$ cat config.mk
export PLATFORM = sky130hd
export DESIGN_NAME = multicycle_control
export DESIGN_NICKNAME = d
export VERILOG_FILES = /design/src/rtl/multicycle_control.sv
export SDC_FILE = /design/constraint.sdc
export NUM_CORES = 1
export LEC_CHECK = 0
export CAP_MARGIN = 20
export CORE_MARGIN = 2
export CORE_UTILIZATION = 44
export CTS_CLUSTER_DIAMETER = 100
export CTS_CLUSTER_SIZE = 24
export DETAILED_ROUTE_END_ITERATION = 8
export GPL_ROUTABILITY_DRIVEN = 0
export HOLD_SLACK_MARGIN = 0.03
export PLACE_DENSITY = 0.84
export SLEW_MARGIN = 20
export SYNTH_ARGS = -nofsm -noshare
export SYNTH_HDL_FRONTEND = slang
export SYNTH_SLANG_ARGS = --single-unit
$ cat constraint.sdc
create_clock -name Clk -period 4.7 [get_ports Clk]
set_input_delay 0.94 -clock Clk [delete_from_list [all_inputs] [get_ports Clk]]
set_output_delay 0.94 -clock Clk [all_outputs]
set_load 0.02 [all_outputs]
$ cat src/rtl/multicycle_control.sv
// Multi-cycle control FSM: sequences fetch/decode/execute/memory/write-back for the
// processor datapath and handshakes with data memory through MEM_Req/Mem_Ack.
module multicycle_control #(
    parameter int WAIT_MAX = 15
) (
    input  logic        Clk,
    input  logic        Rst_n,
    input  logic [31:0] Instr,
    input  logic        Zero,
    input  logic        Mem_Ack,
    output logic        PC_sel,
    output logic        PC_LdEn,
    output logic        IR_LdEn,
    output logic        RF_WrEn,
    output logic        RF_WrData_sel,
    output logic        RF_B_sel,
    output logic        ALU_Bin_sel,
    output logic [3:0]  ALU_func,
    output logic        MEM_Req,
    output logic        MEM_WrEn,
    output logic        Byte_op,
    output logic        Illegal,
    output logic        Bus_Err,
    output logic [3:0]  State
);

    typedef enum logic [3:0] {
        S_FETCH    = 4'd0,
        S_DECODE   = 4'd1,
        S_EXEC_R   = 4'd2,
        S_EXEC_I   = 4'd3,
        S_EXEC_BR  = 4'd4,
        S_BRANCH   = 4'd5,
        S_MEM_ADDR = 4'd6,
        S_MEM_ACC  = 4'd7,
        S_WB_ALU   = 4'd8,
        S_WB_MEM   = 4'd9,
        S_ILLEGAL  = 4'd10
    } state_t;

    localparam logic [5:0] OP_R    = 6'b100000;
    localparam logic [5:0] OP_LI   = 6'b111000;
    localparam logic [5:0] OP_LUI  = 6'b111001;
    localparam logic [5:0] OP_ADDI = 6'b110000;
    localparam logic [5:0] OP_ANDI = 6'b110010;
    localparam logic [5:0] OP_ORI  = 6'b110011;
    localparam logic [5:0] OP_B    = 6'b111111;
    localparam logic [5:0] OP_BEQ  = 6'b000000;
    localparam logic [5:0] OP_BNE  = 6'b000001;
    localparam logic [5:0] OP_LB   = 6'b000011;
    localparam logic [5:0] OP_LW   = 6'b001111;
    localparam logic [5:0] OP_SB   = 6'b000111;
    localparam logic [5:0] OP_SW   = 6'b011111;

    localparam logic [7:0] WAIT_LAST = 8'(WAIT_MAX - 1);

    state_t      r_state;
    state_t      w_next_state;
    logic [7:0]  r_wait_cnt;
    logic        r_illegal;
    logic        r_bus_err;
    logic [5:0]  w_op;
    logic [3:0]  w_imm_func;
    logic        w_is_store;
    logic        w_is_byte;
    logic        w_rfb;
    logic        w_timeout;
    logic        w_unused;

    assign w_op       = Instr[31:26];
    assign w_imm_func = (w_op == OP_ANDI) ? 4'b0010 :
                        (w_op == OP_ORI)  ? 4'b0011 : 4'b0000;
    assign w_is_store = (w_op == OP_SB) || (w_op == OP_SW);
    assign w_is_byte  = (w_op == OP_LB) || (w_op == OP_SB);
    assign w_rfb      = (w_op == OP_BEQ) || (w_op == OP_BNE) || w_is_store;
    assign w_timeout  = (r_state == S_MEM_ACC) && !Mem_Ack && (r_wait_cnt == WAIT_LAST);
    assign w_unused   = ^Instr[25:4];

    assign State   = r_state;
    assign Illegal = r_illegal;
    assign Bus_Err = r_bus_err;

    // State register, memory wait counter and sticky error flags
    always_ff @(posedge Clk) begin
        if (!Rst_n) begin
            r_state    <= S_FETCH;
            r_wait_cnt <= 8'd0;
            r_illegal  <= 1'b0;
            r_bus_err  <= 1'b0;
        end else begin
            r_state <= w_next_state;
            if (r_state == S_MEM_ADDR) begin
                r_wait_cnt <= 8'd0;
            end else if ((r_state == S_MEM_ACC) && !Mem_Ack) begin
                r_wait_cnt <= r_wait_cnt + 8'd1;
            end else begin
                r_wait_cnt <= r_wait_cnt;
            end
            if (r_state == S_ILLEGAL) begin
                r_illegal <= 1'b1;
            end else begin
                r_illegal <= r_illegal;
            end
            if (w_timeout) begin
                r_bus_err <= 1'b1;
            end else begin
                r_bus_err <= r_bus_err;
            end
        end
    end

    // Next-state and control outputs, decoded from the current state
    always_comb begin
        w_next_state  = S_FETCH;
        PC_sel        = 1'b0;
        PC_LdEn       = 1'b0;
        IR_LdEn       = 1'b0;
        RF_WrEn       = 1'b0;
        RF_WrData_sel = 1'b0;
        RF_B_sel      = 1'b0;
        ALU_Bin_sel   = 1'b0;
        ALU_func      = 4'b0000;
        MEM_Req       = 1'b0;
        MEM_WrEn      = 1'b0;
        Byte_op       = 1'b0;
        case (r_state)
            S_FETCH: begin
                IR_LdEn      = 1'b1;
                w_next_state = S_DECODE;
            end
            S_DECODE: begin
                RF_B_sel = w_rfb;
                case (w_op)
                    OP_R:                                  w_next_state = S_EXEC_R;
                    OP_LI, OP_LUI, OP_ADDI, OP_ANDI, OP_ORI: w_next_state = S_EXEC_I;
                    OP_B:                                  w_next_state = S_BRANCH;
                    OP_BEQ, OP_BNE:                        w_next_state = S_EXEC_BR;
                    OP_LB, OP_LW, OP_SB, OP_SW:            w_next_state = S_MEM_ADDR;
                    default:                               w_next_state = S_ILLEGAL;
                endcase
            end
            S_EXEC_R: begin
                ALU_func     = Instr[3:0];
                w_next_state = S_WB_ALU;
            end
            S_EXEC_I: begin
                ALU_Bin_sel  = 1'b1;
                ALU_func     = w_imm_func;
                w_next_state = S_WB_ALU;
            end
            S_WB_ALU: begin
                // ALU operands stay selected so the result is stable while written back
                if (w_op == OP_R) begin
                    ALU_func = Instr[3:0];
                end else begin
                    ALU_Bin_sel = 1'b1;
                    ALU_func    = w_imm_func;
                end
                RF_WrEn       = 1'b1;
                RF_WrData_sel = 1'b1;
                PC_LdEn       = 1'b1;
            end
            S_EXEC_BR: begin
                RF_B_sel = 1'b1;
                ALU_func = 4'b0001;
                PC_LdEn  = 1'b1;
                PC_sel   = (w_op == OP_BEQ) ? Zero : ~Zero;
            end
            S_BRANCH: begin
                PC_LdEn = 1'b1;
                PC_sel  = 1'b1;
            end
            S_MEM_ADDR: begin
                ALU_Bin_sel  = 1'b1;
                w_next_state = S_MEM_ACC;
            end
            S_MEM_ACC: begin
                ALU_Bin_sel = 1'b1;
                MEM_Req     = 1'b1;
                MEM_WrEn    = w_is_store;
                Byte_op     = w_is_byte;
                RF_B_sel    = w_rfb;
                // An acknowledge on the final allowed cycle beats the timeout
                if (Mem_Ack) begin
                    if (w_is_store) begin
                        PC_LdEn      = 1'b1;
                        w_next_state = S_FETCH;
                    end else begin
                        w_next_state = S_WB_MEM;
                    end
                end else if (r_wait_cnt == WAIT_LAST) begin
                    PC_LdEn      = 1'b1;
                    w_next_state = S_FETCH;
                end else begin
                    w_next_state = S_MEM_ACC;
                end
            end
            S_WB_MEM: begin
                RF_WrEn = 1'b1;
                Byte_op = w_is_byte;
                PC_LdEn = 1'b1;
            end
            S_ILLEGAL: begin
                PC_LdEn = 1'b1;
            end
            default: begin
                w_next_state = S_FETCH;
            end
        endcase
    end

endmodule

* After elaboration in Yosys (flattened, before gate mapping)
Memories as Yosys holds them, arrays and structs flattened. Cells that the tools add are included.
Operators by class: $add $sub $neg 1, equality and inequality tests 18, multiplexer cells 23, bitwise logic cells 2, reduce and logical (&&, ||, !) cells 16
Operators with widths (count):
- 4-bit one-hot mux with 5 select lines | 1
- 6-bit equality test, second input constant | 3
- 4-bit by 3-bit equality test with 1-bit output, second input constant | 4
- 4-bit one-hot mux with 4 select lines | 1
- 4-bit equality test, second input constant | 3
- 4-bit 2-to-1 mux | 3
- 1-bit 2-to-1 mux | 11
- 2-bit OR reduction | 5
- 8-bit by 1-bit adder with 8-bit output, second input constant | 1
- 4-bit by 2-bit equality test with 1-bit output, second input constant | 2
- 8-bit by 4-bit equality test with 1-bit output, second input constant | 1
- 1-bit one-hot mux with 2 select lines | 4
- 6-bit by 1-bit equality test with 1-bit output, second input constant | 1
- 6-bit by 2-bit equality test with 1-bit output, second input constant | 1
- 6-bit by 3-bit equality test with 1-bit output, second input constant | 1
- 6-bit by 5-bit equality test with 1-bit output, second input constant | 1
- 6-bit zero test | 1
- 5-bit OR reduction | 1
- 4-bit by 1-bit equality test with 1-bit output, second input constant | 1
- 4-bit zero test | 1
- 1-bit logical OR | 4
- 2-bit 2-to-1 mux | 2
- 3-bit 2-to-1 mux | 1
- 3-bit OR reduction | 1
- other kinds (3) | 5
Storage, ports and cells: register bits after elaboration 14, memory bits (read-only) 256, memories kept 1
Memories:
- (no name shown) | depth 64, width 4, read ports 1, clocked after Yosys merged registers in 0, write ports 0, line 133 | case (w_op)

* Longest topological paths before layout
Gate-level depths: netlist of run 1.
depth in word-level cells 5, depth in mapped cells 6

* Worst setup path after synthesis of run 1
OpenSTA, ideal clock, no wires.
path type input -> output, start in Instr[27], end out PC_sel, arrival time 2.215 ns, slack 1.545 ns, stages on the path 5, cells stage by stage buf_6 -> or4_4 -> nor3_1 -> xor2_1 -> a21oi_1
Between the ends: cells in the longest elaborated chain, start to end 3
Ends and longest elaborated chain:
- start: declaration | line 8 | input logic [31:0] Instr,
- 6-bit zero test | line 167 | PC_sel = (w_op == OP_BEQ) ? Zero : ~Zero;
- 1-bit 2-to-1 mux | line 167
- 1-bit one-hot mux with 2 select lines | line 126 | case (r_state)
- end: declaration | line 11 | output logic PC_sel,
No other way between the ends.

* Final worst setup path of run 1
start in Instr[29], end out RF_B_sel
Between the ends: cells in the longest elaborated chain, start to end 4, elaborated cells between the ends (all ways) 8
Ends and longest elaborated chain:
- 6-bit by 1-bit equality test with 1-bit output (tied with other cells) | line 75 | assign w_rfb = (w_op == OP_BEQ) || (w_op == OP_BNE) || w_is_store;
- 1-bit logical OR (on tied branches) | line 75, 73
- 1-bit logical OR * | line 75
- 1-bit one-hot mux with 2 select lines * | line 126
- end: declaration | line 16 | output logic RF_B_sel,
Mark *: on every way between the ends. The rest lies on a longest branch, timed or not.

==> results of run 1 <==
-- critical path, cell delays in order --
cell and delay [ps]:
clkdlybuf4s50_1 600, or4_4 600, nor2_1 200, o22ai_1 110, a21oi_1 180, clkdlybuf4s50_1 630
-- logic make-up (layout without fill, tap and decap cells) --
kind of cell	count (synthesis)	count (layout)	share of synthesized area
compound gates	37	37	0.237
xor+xnor	9	9	0.0667
fa+ha+maj	2	2	0.0212
buf+inv	18	43	0.0805
flops	14	14	0.237
mux	1	1	0.00953
simple gates	70	70	0.347
-- final cells by class --
type                    count  area (µm²)  area share
repair buffers             33         330       0.218
clock buffers               4        36.3      0.0240
well taps                  30        37.5      0.0248
inverters                   6        22.5      0.0149
flip-flops and latches     14         280       0.185
multi-input cells         119         806       0.533
-- per-layer routing --
metal / track usage / vias to the layer above / part of all wire / wire [µm]
met5: 0 / - / 0 / 0
met3: 0.0233 / 7 / 0.056 / 166
met4: 0.0748 / 0 / 0.016 / 48
met2: 0.330 / 42 / 0.51 / 1520
li1: - / 610 / - / -
met1: 0.242 / 579 / 0.42 / 1260
-- state kept, by name, indices dropped and copies added (netlist names) --
signal,flops
Bus_Err,1
Illegal,1
r_wait_cnt,8
State,4
-- cell usage in the layout (no fill, tap or decap), types with 5 or more instances in the layout --
cell             synthesis  routed
a21oi_1                  6       6
and2_1                   6       6
clkdlybuf4s50_1          0      33
dfxtp_1                 14      14
inv_1                    6       6
nand2_1                  7       7
nand3_1                  5       5
nand4_1                  5       5
nor2_1                  17      17
nor2b_1                  5       5
nor3_1                   5       5
o21ai_0                  6       6
xor2_1                   6       6
-- power breakdown --
part / switching (mW) / internal, mW / leakage, nW
Combinational: 0.103 / 0.0943 / 0.394
Clock: 0.0391 / 0.0472 / 0.0210
Sequential: 0.0314 / 0.126 / 0.113
-- path summary, 6_finish.rpt --
path	cells past startpoint	end	start
worst max-delay path	6	RF_B_sel	Instr[29]
worst min-delay path	2	r_wait_cnt[7]	r_wait_cnt[7]
worst max register to register	4	r_wait_cnt[7]	State[2]
worst min register to register	2	r_wait_cnt[7]	r_wait_cnt[7]
==> impl_metrics.env, run 1 <==
export IMPL_drc=0
export IMPL_post_route_util=0.605
export IMPL_period_needed_ps=4210
export IMPL_fillers=223
export IMPL_syn_area_per_cell_um2=7.82
export IMPL_hpwl_um=2210
export IMPL_portBuffers=33
export IMPL_rsz0062_at_grt="false"
export IMPL_syn_cell_area_um2=1180
export IMPL_placed_cell_area_um2=1480
export IMPL_core_um2=2500
export IMPL_area_growth_pct=28.1
export IMPL_final_antenna_net_count=0
export IMPL_fp_dieArea_um2=3110
export IMPL_antenna_found_initial=0
export IMPL_start_util=0.472
export IMPL_viasPerCell=6.01
export IMPL_cts_resized_gates=0
export IMPL_fmax_mhz=238
export IMPL_drive_gt1_frac=0.0795
export IMPL_power_total_uw=441
export IMPL_fin_tns_setup_ps=0
export IMPL_p_per_area_nw_per_um2=292
export IMPL_synth_area_leaders="dfxtp_1 24%, nor2_1 5.4%, xor2_1 4.4%"
export IMPL_hold_class="flip-flop to flip-flop"
export IMPL_whs_ps=503
export IMPL_start_kind="primary input"
export IMPL_holdBufCountCts=0
export IMPL_worst_ir_drop_vdd_mv=0.211
export IMPL_path_max_fanout=9
export IMPL_crit_type="primary input to primary output"
export IMPL_grt_max_degree=24
export IMPL_post_cts_buffers=0
export IMPL_synth_most_common_cell="nor2_1"
export IMPL_vias=1238
export IMPL_slew_headroom=0.518
export IMPL_cts_tree="yes"
export IMPL_synthDistinctLibCells=53
export IMPL_yosysWarnings=0
export IMPL_ys_flop_type="dfxtp_1"
export IMPL_track_usage=0.192
export IMPL_netlist_top_cells_count="17 x nor2_1, 14 x dfxtp_1, 7 x nand2_1"
export IMPL_synth_seq_area_share=0.237
export IMPL_clkTransAtPathRegs_ps=80
export IMPL_clock_path_buffers=2
export IMPL_syn_num_nets=189
export IMPL_fp_dieW_um=55.8
export IMPL_dp_cells=202
export IMPL_pre_cts_ws_ps=538
export IMPL_io_pins=56
export IMPL_finalNetCount=215
export IMPL_synth_top_area_share=0.237
export IMPL_r2r_setup_slack_ps=2800
export IMPL_p_leak_nw=0.529
export IMPL_num_antenna_cells=0
export IMPL_clockRootBuffer="clkbuf_4"
export IMPL_required_ps=3760
export IMPL_dr_first_iter_drc_count=41
export IMPL_dr_pass1_iters=4
export IMPL_rows=18
export IMPL_drt_total_wl_um=2990
export IMPL_cts_sinks=14
export IMPL_yosys_area_top_type="dfxtp_1"
export IMPL_stdcell_count=206
export IMPL_clock_latency_ps=280
export IMPL_post_drt_wl_per_cell_um=14.5
export IMPL_synth_edf_count=0
export IMPL_final_cell_area_um2=1510
export IMPL_grt_pass1_wl_um=4890
export IMPL_cts_buffers=3
export IMPL_async_flop_share=0
export IMPL_setup_violations=0
export IMPL_tightest_slew_ps=723
export IMPL_status="finished, final reports clean"
export IMPL_hold_viol=0
export IMPL_grt_pass1_vias=1113
export IMPL_die_height_um=55.8
export IMPL_critPathCaptureType="primary output"
export IMPL_fin_crit_sh=0.895
export IMPL_ys_ff_latch=14
export IMPL_synth_cells=151
export IMPL_worst_clock_skew_ps=0.416
export IMPL_h_tree_depth=1
export IMPL_final_max_slew_violation_count=0
export IMPL_max_cap_viol_count=0
export IMPL_fin_ws_ps=492
export IMPL_grt_overflow=0
export IMPL_cp_arrival_ps=3270
Note: power is estimated with default switching activity, not from simulation.
==> run 2, diff against run 1 <==
SLEW_MARGIN = not set   (was 20)
==> results of run 2 <==
Same layout as run 1: the final DEF is identical, and so are final timing and power.
==> run 3, diff against run 2 <==
CORE_UTILIZATION = 45   (was 44)
CTS_BUF_LIST = sky130_fd_sc_hd__clkbuf_8   (was not set)
PLACE_DENSITY = 0.86   (was 0.84)
==> impl_metrics.env, run 3 (synthesis results as in run 1) <==
export IMPL_path_max_fanout=9
export IMPL_crit_slowest_cell="clkdlybuf4s50_1"
export IMPL_reg2regPathDepth=4
export IMPL_area_growth_pct=29.7
export IMPL_num_antenna_cells=0
export IMPL_fillers=241
export IMPL_max_cap_viol_count=0
export IMPL_final_common_cell="clkdlybuf4s50_1"
export IMPL_clock_latency_ps=250
export IMPL_holdBufCountCts=0
export IMPL_grt_max_degree=24
export IMPL_fp_dieArea_um2=3050
export IMPL_crit_family="buffers and inverters"
export IMPL_period_needed_ps=4210
export IMPL_antenna_found_initial=0
export IMPL_cp_common_cell="clkdlybuf4s50_1"
export IMPL_clock_path_buffers=2
export IMPL_r2r_setup_slack_ps=2850
export IMPL_status="finished, final reports clean"
export IMPL_portBuffers=33
export IMPL_hold_class="flip-flop to flip-flop"
export IMPL_regMostFlops="r_wait_cnt"
export IMPL_vias=1252
export IMPL_core_um2=2480
export IMPL_tightest_slew_ps=703
export IMPL_hpwl_um=2340
export IMPL_dr_pass1_iters=4
export IMPL_setup_violations=0
export IMPL_final_max_slew_violation_count=0
export IMPL_crit_type="primary input to primary output"
export IMPL_rsz0062_at_grt="false"
export IMPL_p_per_area_nw_per_um2=308
export IMPL_placed_cell_area_um2=1480
export IMPL_cts_tree="yes"
export IMPL_hp_start="r_wait_cnt[7]"
export IMPL_h_tree_depth=1
export IMPL_final_cell_area_um2=1530
export IMPL_crit_buf_inv=2
export IMPL_final_antenna_net_count=0
export IMPL_cts_buffers=3
export IMPL_holdPathStages=2
export IMPL_cts_sinks=14
export IMPL_whs_endpoint="r_wait_cnt[7]"
export IMPL_io_pins=56
export IMPL_grt_overflow=0
export IMPL_drive_gt1_frac=0.0795
export IMPL_worstReg2RegStart="State[2]"
export IMPL_start_util=0.477
export IMPL_start_kind="primary input"
export IMPL_dr_first_iter_drc_count=44
export IMPL_die_height_um=55.2
export IMPL_track_usage=0.209
export IMPL_dp_cells=202
export IMPL_post_drt_wl_per_cell_um=15.0
export IMPL_clockRootBuffer="clkbuf_8"
export IMPL_stdcell_count=206
export IMPL_largest_register_ffs=8
export IMPL_r2r_end="r_wait_cnt[7]"
export IMPL_hold_viol=0
export IMPL_fin_tns_setup_ps=0
export IMPL_worst_clock_skew_ps=1.38
export IMPL_fmax_mhz=238
export IMPL_slew_headroom=0.531
export IMPL_finalNetCount=215
export IMPL_fp_dieW_um=55.2
export IMPL_worst_path_largest_cell_delay_ps=630
export IMPL_post_cts_buffers=0
export IMPL_cts_resized_gates=0
export IMPL_cp_arrival_ps=3270
export IMPL_drt_total_wl_um=3100
export IMPL_rows=18
export IMPL_grt_pass1_vias=1225
export IMPL_required_ps=3760
export IMPL_worst_ir_drop_vdd_mv=0.187
export IMPL_fin_crit_sh=0.896
export IMPL_mostFrequentLayoutCells="33 x clkdlybuf4s50_1, 17 x nor2_1, 14 x dfxtp_1, 7 x nand2_1"
export IMPL_crit_chain="clkdlybuf4s50_1 > or4_4 > nor2_1 > o22ai_1 > a21oi_1 > clkdlybuf4s50_1"
export IMPL_p_leak_nw=0.536
export IMPL_clkTransAtPathRegs_ps=60
export IMPL_viasPerCell=6.08
export IMPL_critPathCaptureType="primary output"
export IMPL_drc=0
export IMPL_grt_pass1_wl_um=5380
run 3: changes by cell type in the layout (fill, tap and decap cells not counted):
cell / before / now
clkbuf_4: 3 / 0
clkbuf_8: 1 / 4
run 3: worst register-to-register path, cell delays in order (launching register included):
cell	delay, ps
dfxtp_1	770
and3_1	400
nand3_1	120
or3_1	360
a21oi_1	140
run 3: layout make-up:
| type | instances | area [µm²] | area share |
|---|---|---|---|
| sequential | 14 | 280 | 0.183 |
| timing repair buffer | 33 | 330 | 0.216 |
| tap | 30 | 37.5 | 0.0245 |
| multi-input combinational | 119 | 806 | 0.526 |
| inverter | 6 | 22.5 | 0.0147 |
| clock buffer | 4 | 55.1 | 0.0359 |
run 3: how the worst max path moves through the flow:
stage                   start  endpoint  slack, ps  depth (start not counted)
finish              Instr[29]  RF_B_sel        490                          6
global route        Instr[29]  RF_B_sel        370                          6
CTS                 Instr[29]  RF_B_sel        500                          6
detailed placement  Instr[29]  RF_B_sel        510                          6
global placement    Instr[29]  RF_B_sel        550                          6
floorplan           Instr[27]    PC_sel       1550                          5
run 3: per-stage QoR:
step	total power, mW	worst slack (ps)	util	hold slack (ps)
finish	0.471	490	0.618	489
global route	0.502	367	0.618	518
CTS	0.473	503	0.618	486
detailed placement	0.356	506	0.596	478
global placement	0.352	547	0.596	460
floorplan	0.280	1550	-	453
run 3: per-layer routing:
metal,up-vias,global-route usage,routed length (µm)
met5,-,0,0
met4,0,0.0871,82
met3,13,0.0328,172
met2,58,0.359,1560
met1,575,0.259,1280
li1,606,-,-
run 3: where the power goes:
group / leakage (nW) / internal (mW) / switching, mW
Clock: 0.0288 / 0.0742 / 0.0428
Combinational: 0.394 / 0.0943 / 0.102
Sequential: 0.113 / 0.126 / 0.0313
